<file path="config.mk">
export PLATFORM = sky130hd
export DESIGN_NAME = ecc_point_validate
export DESIGN_NICKNAME = d
export VERILOG_FILES = /design/src/rtl/ecc_point_validate.sv
export SDC_FILE = /design/constraint.sdc
export NUM_CORES = 2
export LEC_CHECK = 0
export CAP_MARGIN = 5
export CORE_MARGIN = 10
export CORE_UTILIZATION = 35
export DETAILED_ROUTE_END_ITERATION = 7
export GPL_ROUTABILITY_DRIVEN = 0
export PLACE_DENSITY_LB_ADDON = 0.05
export SLEW_MARGIN = 20
export SYNTH_ARGS = -nofsm -noshare
export SYNTH_HDL_FRONTEND = slang
export SYNTH_SLANG_ARGS = --single-unit
export TNS_END_PERCENT = 20
</file>
<file path="constraint.sdc">
create_clock -name clk -period 12 [get_ports clk]
set_input_delay 1.2 -clock clk [delete_from_list [all_inputs] [get_ports clk]]
set_output_delay 1.2 -clock clk [all_outputs]
set_load 0.005 [all_outputs]
</file>
<file path="src/rtl/ecc_point_validate.sv">
// ecc_point_validate: checks that a candidate base point (Px, Py) lies on
// y^2 = x^3 + a*x + b (mod p) before a Montgomery-ladder scalar multiplier
// consumes it. Four sequential bit-serial modular multiplies are followed
// by one modular sum and one compare. Out-of-range operands are rejected
// one cycle after the request is accepted.
module ecc_point_validate #(
    parameter int integer_size = 64
) (
    input  logic                    clk,
    input  logic                    rst,
    input  logic                    go,
    input  logic [integer_size-1:0] prime,
    input  logic [integer_size-1:0] A,
    input  logic [integer_size-1:0] B,
    input  logic [integer_size-1:0] Px,
    input  logic [integer_size-1:0] Py,
    output logic                    busy,
    output logic                    done,
    output logic                    valid,
    output logic                    range_err,
    output logic [integer_size-1:0] Qx,
    output logic [integer_size-1:0] Qy
);

    localparam int W  = integer_size;
    localparam int CW = (W > 1) ? $clog2(W) : 1;
    localparam logic [CW-1:0] CNT_TOP = CW'(W - 1);

    typedef enum logic [2:0] {
        IDLE,
        RANGE,
        MUL_YY,
        MUL_XX,
        MUL_XXX,
        MUL_AX,
        SUM,
        CMP
    } state_t;

    state_t state, state_next;

    // Operands captured at the accepting edge; later input changes are ignored.
    logic [W-1:0] p_r, a_r, b_r, x_r, y_r;

    // Intermediate products and the curve right-hand side.
    logic [W-1:0] yy_r, xx_r, xxx_r, ax_r, rhs_r;

    // Shift-add multiplier accumulator and bit index (MSB first).
    logic [W-1:0]  acc;
    logic [CW-1:0] cnt;

    // Modular add of two values already reduced below m. The sum fits in
    // W+1 bits, and one conditional subtraction brings it back below m.
    function automatic logic [W-1:0] mod_add(input logic [W-1:0] x,
                                             input logic [W-1:0] y,
                                             input logic [W-1:0] m);
        logic [W:0] s;
        s = {1'b0, x} + {1'b0, y};
        if (s >= {1'b0, m}) begin
            s = s - {1'b0, m};
        end
        return s[W-1:0];
    endfunction

    logic [W-1:0] mul_u;
    logic [W-1:0] mul_v;
    logic [W-1:0] acc_dbl;
    logic [W-1:0] acc_next;
    logic         mul_last;
    logic         range_bad;
    logic [W-1:0] sum_xa;
    logic [W-1:0] sum_rhs;

    // Operand selection and one multiplier step: acc = 2*acc (+u if v bit set) mod p.
    always_comb begin
        mul_u = '0;
        mul_v = '0;
        case (state)
            MUL_YY:  begin mul_u = y_r;  mul_v = y_r; end
            MUL_XX:  begin mul_u = x_r;  mul_v = x_r; end
            MUL_XXX: begin mul_u = xx_r; mul_v = x_r; end
            MUL_AX:  begin mul_u = a_r;  mul_v = x_r; end
            default: begin mul_u = '0;   mul_v = '0;  end
        endcase
        acc_dbl  = mod_add(acc, acc, p_r);
        acc_next = mod_add(acc_dbl, mul_v[cnt] ? mul_u : '0, p_r);
        mul_last = (cnt == '0);
        range_bad = (p_r < W'(3)) || !p_r[0] ||
                    (a_r >= p_r) || (b_r >= p_r) ||
                    (x_r >= p_r) || (y_r >= p_r);
        sum_xa  = mod_add(xxx_r, ax_r, p_r);
        sum_rhs = mod_add(sum_xa, b_r, p_r);
    end

    // State register.
    always_ff @(posedge clk or negedge rst) begin
        if (!rst) begin
            state <= IDLE;
        end else begin
            state <= state_next;
        end
    end

    // Next-state logic; each multiply state holds for W cycles.
    always_comb begin
        state_next = state;
        case (state)
            IDLE:    if (go) state_next = RANGE;
            RANGE:   state_next = range_bad ? IDLE : MUL_YY;
            MUL_YY:  if (mul_last) state_next = MUL_XX;
            MUL_XX:  if (mul_last) state_next = MUL_XXX;
            MUL_XXX: if (mul_last) state_next = MUL_AX;
            MUL_AX:  if (mul_last) state_next = SUM;
            SUM:     state_next = CMP;
            CMP:     state_next = IDLE;
            default: state_next = IDLE;
        endcase
    end

    // Operand capture, multiplier datapath and status outputs.
    always_ff @(posedge clk or negedge rst) begin
        if (!rst) begin
            p_r       <= '0;
            a_r       <= '0;
            b_r       <= '0;
            x_r       <= '0;
            y_r       <= '0;
            yy_r      <= '0;
            xx_r      <= '0;
            xxx_r     <= '0;
            ax_r      <= '0;
            rhs_r     <= '0;
            acc       <= '0;
            cnt       <= CNT_TOP;
            Qx        <= '0;
            Qy        <= '0;
            busy      <= 1'b0;
            done      <= 1'b0;
            valid     <= 1'b0;
            range_err <= 1'b0;
        end else begin
            done <= 1'b0;
            case (state)
                IDLE: begin
                    if (go) begin
                        p_r       <= prime;
                        a_r       <= A;
                        b_r       <= B;
                        x_r       <= Px;
                        y_r       <= Py;
                        Qx        <= Px;
                        Qy        <= Py;
                        acc       <= '0;
                        cnt       <= CNT_TOP;
                        valid     <= 1'b0;
                        range_err <= 1'b0;
                        busy      <= 1'b1;
                    end
                end
                RANGE: begin
                    if (range_bad) begin
                        range_err <= 1'b1;
                        done      <= 1'b1;
                        busy      <= 1'b0;
                    end
                end
                MUL_YY, MUL_XX, MUL_XXX, MUL_AX: begin
                    if (mul_last) begin
                        acc <= '0;
                        cnt <= CNT_TOP;
                        case (state)
                            MUL_YY:  yy_r  <= acc_next;
                            MUL_XX:  xx_r  <= acc_next;
                            MUL_XXX: xxx_r <= acc_next;
                            default: ax_r  <= acc_next;
                        endcase
                    end else begin
                        acc <= acc_next;
                        cnt <= cnt - 1'b1;
                    end
                end
                SUM: begin
                    rhs_r <= sum_rhs;
                end
                CMP: begin
                    valid <= (yy_r == rhs_r);
                    done  <= 1'b1;
                    busy  <= 1'b0;
                end
                default: begin
                    busy <= 1'b0;
                end
            endcase
        end
    end

endmodule

</file>
==> results.md <==
- Status: finished, final reports clean
- Post-layout nets: between 9,000 and 10,000
- Power Total: approximately 12 mW
- Pin count of the biggest net entering global routing: ~170
- Maximum clock path buffer count: 3
- CP max stage delay: 0.50 ns
- Net count after synthesis: 8,471
- Drt wl/cell: 26.09 um
- LEAKAGE: roughly 36 nW
- First-pass GRT wire length: 408,100 um
- Initial antenna violation count: 25
- Total Routing Usage GR: 0.2724
- Mapped Avg Cell Area: 8.467 um^2
- Tcrit/Tclk final: 0.9705
- Most common cell in the netlist: nand2_1
- Seq/Total Area, Yosys: 0.2851
- List of most frequent post-synthesis cells: 879 x nand2_1, 725 x o21ai_0, 720 x a21oi_1
- Row cnt: 155
- Synthesis-to-layout area growth: 23.42%
- Fill count: between 15,000 and 20,000
- CP required: between 10 and 15 ns
- Multi-input gate area: 43,050 um^2
- Number of synthesized flops with an enable pin: 0
- Synthesized instance count: around 7,400
- Overflow after GRT: 0
- Startpoint Class: register
- CTS tree: done
- Post-layout instance area: ~78,000 um^2
- Hold WS: between 0.4 and 0.5 ns
- Final antenna-violating net count: 0
- TNS Setup: 0 ns
- FFs w/ async S/R, synth: 1.000
- Final Util: 0.4350
- Sequential cell area: 17,950 um^2
- #FFs+latches synth: just over 700
- # clock sinks: 717
- Hold Fails Final Rpt: 0
- TritonRoute pass-1 iters: 7
- Fin. max-slew vios: 0
- Worst skew pair latency: between 0.7 and 0.8 ns
- Total Wirelength: about 280,000 um
- Syn Std Cell Area: approximately 63,000 um^2
- Most frequent CP cell: buf_4
- Power Dens Cells: approximately 160 nW/um^2
- Post-DP Area: ~74,000 um^2
- Max cap viols: 0
- Initial Util: 0.3525
- Total die area: approximately 200,000 um^2
- Family with the most delay on the worst path: compound AO/OA/AOI/OAI gates
- Layout cells sized above 1: 0.1548
- VDD IR max: between 0.0001 and 0.00015 V
- Arrival time at the worst endpoint: 12.23 ns
- Final min period: roughly 12 ns
- Port Buf Inserts: between 400 and 500
- CTS buffer count: 91
- DRC errors left: 0
- CP Class: reg2reg
- CP Capture Type: register
- Placed wire-length estimate: 226,900 um
- Slew headroom: 0.3009
- Post-DR vias/cell: a little under 6
- Width of the die: around 440 um
- Unique masters post-synth: 98
- Slew @ Worst Pin: 1.049 ns
- Final setup viols: 0
- Top FF cell, synth: dfrtp_1
- Detailed Route Iter0 Violations: 4,947
- Vias in the first global route: about 60,000
- Bufs and invs on worst path: 10
- Num ports: between 400 and 500
- Root buf cell: clkbuf_16
- Post-synth top area share: 0.2826
- H-Tree Level Count: 3
- R2R setup slack: roughly 0.35 ns
- Total number of vias: between 60,000 and 70,000
- CP max FO: 27
- Top post-synthesis cells by area: dfrtp_1 28%, ha_1 14%, mux2_2 6.2%
- Ys Warns: 0
- Final setup skew: about 0.064 ns
- Core Box Area: 178,600 um^2
- Die span in y: around 440 um
- FMAX: around 86 MHz
- Worst hold-check path type: reg2reg
- Reg clk slew, reported paths: approximately 0.06 ns
- CP max-delay cell: xnor2_1
- Largest area contributor in the netlist: dfrtp_1
[metal layers]
| metal | share of wire | global-route usage | vias up | wire length (um) |
|---|---|---|---|---|
| met1 | 0.46 | 0.3802 | 30270 | 128800 |
| met4 | 0.050 | 0.1174 | 0 | 14070 |
| li1 | - | - | 29200 | - |
| met2 | 0.43 | 0.4190 | 2216 | 119600 |
| met3 | 0.061 | 0.03620 | 415 | 17110 |
| met5 | 0 | 0 | - | 0 |
[flip-flops by register name (all words and copies together), names as in the netlist]
name and count:
xxx_r 64, state 3, xx_r 64, y_r 64
b_r 64, busy 1, done 1, p_r 64
ax_r 64, a_r 64, range_err 1, valid 1
x_r 64, rhs_r 64, yy_r 64, acc 64
cnt 6
[layout make-up]
class,instances,area share
Multi-Input combinational cell,6148,0.5541
Antenna cell,11,0.0003543
Clock inverter,38,0.007810
Timing Repair Buffer,1119,0.1257
Clock buffer,131,0.03369
Sequential cell,717,0.2310
Inverter,194,0.009372
Tap cell,2355,0.03792
[worst paths after layout]
kind / from / end / depth (start not counted)
hold / removal: ax_r[5] / ax_r[5] / 2
setup reg to reg: xxx_r[0] / rhs_r[11] / 52
hold reg to reg: ax_r[5] / ax_r[5] / 2
min in group asynchronous: rst / b_r[14] / 1
setup / recovery: xxx_r[0] / rhs_r[11] / 52
max in group asynchronous: rst / y_r[54] / 3
[report_power, final]
part / leakage (nW) / switching (mW) / total (mW) / internal (mW)
Sequential: 9.29 / 0.488 / 3.22 / 2.73
Clock: 1.57 / 1.24 / 3.00 / 1.77
Combinational: 25.0 / 3.51 / 6.24 / 2.73
[tightest hold or removal path: cells and delay by family (launching register included)]
kind	cells	cell delay [ns]
DFF	1	0.34
AOI/OAI and AO/OA	1	0.06
and+or+nand+nor	1	0.05
[repair_timing]
| item | 4_1_cts | 5_1_grt |
|---|---|---|
| setup buffers | 1 | 4 |
| pin swaps | 2 | 13 |
| gates resized for setup | 7 | 44 |
| setup endpoints to repair | 64 | 64 |
| hold buffers | 0 | 0 |
[kinds of logic after synthesis]
| group | count (synthesis) | synth area share |
|---|---|---|
| simple gates | 1993 | 0.1458 |
| buf+inv | 570 | 0.03617 |
| compound gates | 2570 | 0.2531 |
| xor+xnor | 476 | 0.06622 |
| flops | 717 | 0.2851 |
| mux | 396 | 0.07109 |
| fa+ha+maj | 713 | 0.1425 |
[placed cells by master, fill, tap and decap left out, drive strengths merged, types with 81 or more instances in the layout]
cell | netlist | layout
a31oi | 82 | 82
nand4 | 171 | 171
o21ai | 772 | 772
xnor2 | 291 | 291
nor2 | 373 | 373
xor2 | 185 | 185
buf | 63 | 666
clkdlybuf4s50 | 0 | 453
clkbuf | 313 | 131
a22oi | 123 | 123
a21oi | 724 | 724
ha | 706 | 706
mux2 | 349 | 349
inv | 193 | 195
nand3 | 114 | 114
nor3 | 81 | 81
a21o | 326 | 326
nand2 | 880 | 880
dfrtp | 711 | 711
[per-stage QoR]
stage | std cells | setup WS (ns)
6_report | 10710 | 0.3544
5_1_grt | 10700 | -0.01367
4_1_cts | 10700 | 0.02164
3_5_place_dp | 10530 | -0.3049
3_3_place_gp | 10530 | -0.1396
2_1_floorplan | 7435 | 1.995
(Power assumes the default switching activity.)
